===== config.mk =====
export PLATFORM = sky130hd
export DESIGN_NAME = wb_regfile
export DESIGN_NICKNAME = d
export VERILOG_FILES = /design/src/rtl/wb_regfile.sv
export SDC_FILE = /design/constraint.sdc
export NUM_CORES = 2
export LEC_CHECK = 0
export CORE_UTILIZATION = 40
export CTS_CLUSTER_SIZE = 20
export DETAILED_ROUTE_END_ITERATION = 7
export PLACE_DENSITY = 0.57
export RECOVER_POWER = 50
export SYNTH_ARGS = -nofsm -noshare
export SYNTH_HDL_FRONTEND = slang
export SYNTH_SLANG_ARGS = --single-unit

===== constraint.sdc =====
create_clock -name clk -period 6.82 [get_ports clk]
set_input_delay 2.046 -clock clk [delete_from_list [all_inputs] [get_ports clk]]
set_output_delay 2.046 -clock clk [all_outputs]
set_load 0.05 [all_outputs]

===== src/rtl/wb_regfile.sv =====
// Writeback stage of the pipelined MIPS core: load extraction, writeback select,
// 32x32 register file with write-to-read bypass. Optional trace: WB_TRACE_EN.
module wb_regfile #(
  parameter logic [31:0] LINK_OFFSET = 32'd4,
  parameter logic [31:0] SP_INIT     = 32'h0000_0000,
  parameter logic [31:0] GP_INIT     = 32'h0000_0000
) (
  input  logic        clk,
  input  logic        clr_n,
  input  logic        regwrite_w,
  input  logic [1:0]  memtoreg_w,
  input  logic [31:0] ir_w,
  input  logic [31:0] pc4_w,
  input  logic [31:0] aluout_w,
  input  logic [31:0] dm_w,
  input  logic [4:0]  a3sel_w,
  input  logic [4:0]  ra1,
  input  logic [4:0]  ra2,
  output logic [31:0] rd1,
  output logic [31:0] rd2,
  output logic [31:0] wb_data,
  output logic        wb_we
);

  typedef enum logic [5:0] {
    OP_LB  = 6'b100000,
    OP_LH  = 6'b100001,
    OP_LW  = 6'b100011,
    OP_LBU = 6'b100100,
    OP_LHU = 6'b100101
  } load_op_e;

  typedef enum logic [1:0] {
    WB_ALU  = 2'b00,
    WB_MEM  = 2'b01,
    WB_LINK = 2'b10,
    WB_ZERO = 2'b11
  } wb_sel_e;

  logic [31:0] regs_q [32];
  logic [7:0]  byte_d;
  logic [15:0] half_d;
  logic [31:0] load_d;

  // Only the opcode field of the instruction matters here.
  logic unused_ir;
  assign unused_ir = &{1'b0, ir_w[25:0]};

  always_comb begin
    byte_d = dm_w[7:0];
    case (aluout_w[1:0])
      2'd0: byte_d = dm_w[7:0];
      2'd1: byte_d = dm_w[15:8];
      2'd2: byte_d = dm_w[23:16];
      2'd3: byte_d = dm_w[31:24];
    endcase
    half_d = aluout_w[1] ? dm_w[31:16] : dm_w[15:0];

    load_d = dm_w;
    case (ir_w[31:26])
      OP_LB:   load_d = {{24{byte_d[7]}}, byte_d};
      OP_LBU:  load_d = {24'h0, byte_d};
      OP_LH:   load_d = {{16{half_d[15]}}, half_d};
      OP_LHU:  load_d = {16'h0, half_d};
      OP_LW:   load_d = dm_w;
      default: load_d = dm_w;
    endcase
  end

  always_comb begin
    wb_data = '0;
    case (memtoreg_w)
      WB_ALU:  wb_data = aluout_w;
      WB_MEM:  wb_data = load_d;
      WB_LINK: wb_data = pc4_w + LINK_OFFSET;
      WB_ZERO: wb_data = '0;
    endcase
  end

  assign wb_we = regwrite_w & (a3sel_w != 5'd0) & clr_n;

  // Reset takes priority so a reset cycle discards the instruction in WB.
  always_ff @(posedge clk) begin
    if (!clr_n) begin
      for (int unsigned i = 0; i < 32; i++) begin
        regs_q[i[4:0]] <= '0;
      end
      regs_q[28] <= GP_INIT;
      regs_q[29] <= SP_INIT;
    end else if (wb_we) begin
      regs_q[a3sel_w] <= wb_data;
    end
  end

  always_comb begin
    if (ra1 == 5'd0)                      rd1 = '0;
    else if (wb_we && (ra1 == a3sel_w))   rd1 = wb_data;
    else                                  rd1 = regs_q[ra1];
  end

  always_comb begin
    if (ra2 == 5'd0)                      rd2 = '0;
    else if (wb_we && (ra2 == a3sel_w))   rd2 = wb_data;
    else                                  rd2 = regs_q[ra2];
  end

`ifdef WB_TRACE_EN
  always_ff @(posedge clk) begin
    if (wb_we) begin
      $display("@%h: $%d <= %h", pc4_w - 32'd4, a3sel_w, wb_data);
    end
  end
`endif

endmodule


==> impl_metrics.ini <==
[status]
status = finished, violations left
violations = max-capacitance violations, max-slew violations, negative setup slack

[sta]
clock.fmax_ghz = 0.1449
finalHoldViolCount = 0
worst_slack_ps = -83.42
tightest_slew_ps = 3185
finalSetupViolCount = 3
finalMaxSlewViolations = 347
finalCriticalPeriod_ps = 6903
slew_headroom_pct = -112.4
rsz0062_at_grt = true
period_share_pct = 101.2
fin_setup_tns_ps = -189.8

[clock_tree]
tritoncts = yes
cts_sinks = 1024
root_buffer = clkbuf_16
cts.path.max_buffers = 3
ctsHtreeMaxLevel = 3
numCtsBuffers = 109
ctsHoldBuffers = 0
clk_pin_slew_ps = 60

[yosys]
ys_seq_area_share_pct = 56.22
synth_area_leaders = edfxtp_1, mux4_2, nor2_1, mux2i_1, clkbuf_1
synth_area_leader_cell = edfxtp_1
dominantRegCellSynth = edfxtp_1
avgSynthCellArea_um2 = 14.07
synth_top_family_by_area = multiplexers
synth_xor_area_share_pct = 0.4484
synthTopCellsByCount = nor2_1, edfxtp_1, mux4_2
synth_area_um2 = 54690
synth_seq_cells = 1024
async_flop_share_pct = 0
synth_top_area_share_pct = 56.22
synth_warnings = 0
synth_adder_area_share_pct = 0.02288
synth_edf_count = 1024
yosys.cell_count.top_type = nor2_1
muxShareOfSynthArea_pct = 25.31
synth_compound_area_share_pct = 4.248
synth_cells = 3887
netlist-cell-type-count = 69
yosys.area_share.simple_pct = 9.949

[floorplan]
die_w_um = 371.8
die_h_um = 371.8
ios = 245
initial_core_util_pct = 40.32
die_area_um2 = 138200
num_rows = 135
core_area_um2 = 135600

[placement]
placed_cell_area_um2 = 62620
port_buffers = 218
dp_hpwl_um = 130900
pre_cts_ws_ps = -183.3
gp_congestion = 0.9081

[grt]
grt_pass1_vias = 38730
antenna_found_initial = 1
grt_usage_pct = 29.34
grt_max_degree = 38
gr-total-overflow = 0
grt_pass1_wl_um = 284700

[power_and_ir_drop]
internal_power_mw = 12.19
seq_power_share_pct = 44.6
peakVddDrop_mv = 0.2117
power.density_nw_per_um2 = 251.5
pwr-share-clk_pct = 36.5
p_comb_share_pct = 18.9
netSwitchingFraction_pct = 26.96
power.leakage_nw = 23.05
total_power_mw = 16.69
power.net_switching_mw = 4.499

[finish]
largest_reg_flops = 1024
multi_input_area_um2 = 22790
reg_top3 = regs_q (1024)
drive_above_1_share_pct = 32.21
area.growth.synth_to_final_pct = 21.34
stdcell_area_um2 = 66360
fillers = 11700
nets = 4412
final_core_util_pct = 48.93
seqCellArea_um2 = 30750
regMostFlops = regs_q

[route]
viasPerCell = 6.335
dr.pass1.iters = 8
wire_per_inst_um = 33.07
drc = 0
antenna_left = 0
wirelength_um = 202800
dr.first_iter.drc_count = 5383
vias = 38840

[worst_setup_path]
max_stage_delay_ps = 550
critPathLaunchType = input pin
cp_data_arrival_time_ps = 4860
cp_cell_sequence = clkdlybuf4s50_1, nor3_1, a21oi_2, nand4_1, buf_12, nand3_1, o221ai_1, buf_4
endpoint_kind = output port
crit_type = in2out
slowest_stage = clkdlybuf4s50_1
worst-endpoint-required_ps = 4770
worstPathMaxFanout = 17

[hold_path]
hp-class = in2reg
whs_path_depth = 4

[run]
drv_cap = 13
==> through the flow <==
stage,cells,hold WS (ps)
after floorplan,3918,2326
after global placement,5928,2776
after detailed placement,5928,2790
after CTS,6126,2048
after global routing,6131,2384
final,6132,2379
==> cell families after synthesis <==
logic type,Yosys count
adder cells (fa/ha/maj),1
XOR/XNOR,28
other,1
multiplexers,693
flip-flops,1024
AO/OA/AOI/OAI,327
AND/OR/NAND/NOR,1350
buffers and inverters,463
==> cell usage in the layout (no fill, tap or decap), drive strengths merged, types with 4 or more instances in the layout <==
cell           count
inv               51
nand2b             4
nor2            1062
mux4             550
clkinv            47
bufinv            16
conb              32
a221oi            11
a22oi             37
and4               7
clkbuf           144
a31oi              8
and2               8
or4                5
nand4              6
o21ai             37
or2                5
o211ai             4
edfxtp          1024
o221ai            21
o32ai              7
a21oi             60
nand2            133
mux2i            124
o31ai             10
and3              10
clkdlybuf4s50    112
xor2              17
nor4              12
a211oi            65
mux2              19
buf              522
nor3b              5
o22ai             44
nor2b             19
nor3              23
nand3             41
xnor2             11
==> routing by layer <==
layer / wire length, µm / global-route usage, %
met5: 34 / 0
met4: 10010 / 12.97
met3: 22390 / 7.164
met2: 92360 / 44.84
met1: 77970 / 39.76
==> timing repair <==
item,4_1_cts,5_1_grt
gates resized for setup,5,38
pin swaps,0,9
buffers inserted,0,5
setup endpoints to repair,8,34
==> area by class of cell <==
cell class                      instances  share of cell area (%)
Timing Repair Buffer                  651                   10.29
Tap cell                             1781                   3.358
Clock inverter                         71                   1.133
Inverter                               46                  0.2602
Antenna cell                            1                0.003771
Clock buffer                          127                   4.276
Sequential cell                      1024                   46.34
Multi-Input combinational cell       2431                   34.34
==> final timing paths <==
path | start | to | slack (ps)
worst max-delay path | a3sel_w[3] | rd2[11] | -80
worst min-delay path | aluout_w[29] | regs_q[1][29] | 2380
==> critical path: cells and delay by family <==
kind	cells	cell delay [ps]
compound gates	2	720
buf+inv	3	1050
simple gates	3	1010
==> power groups by stage <==
| stage | clock [mW] | combinational [mW] | sequential, mW |
|---|---|---|---|
| finish | 6.10 | 3.15 | 7.44 |
| global placement | 0 | 3.10 | 7.53 |
| CTS | 6.14 | 3.11 | 7.43 |
| floorplan | 0 | 1.67 | 7.50 |
| global route | 6.35 | 3.25 | 7.47 |
| detailed placement | 0 | 3.10 | 7.56 |
Note: power is estimated with default switching activity, not from simulation.
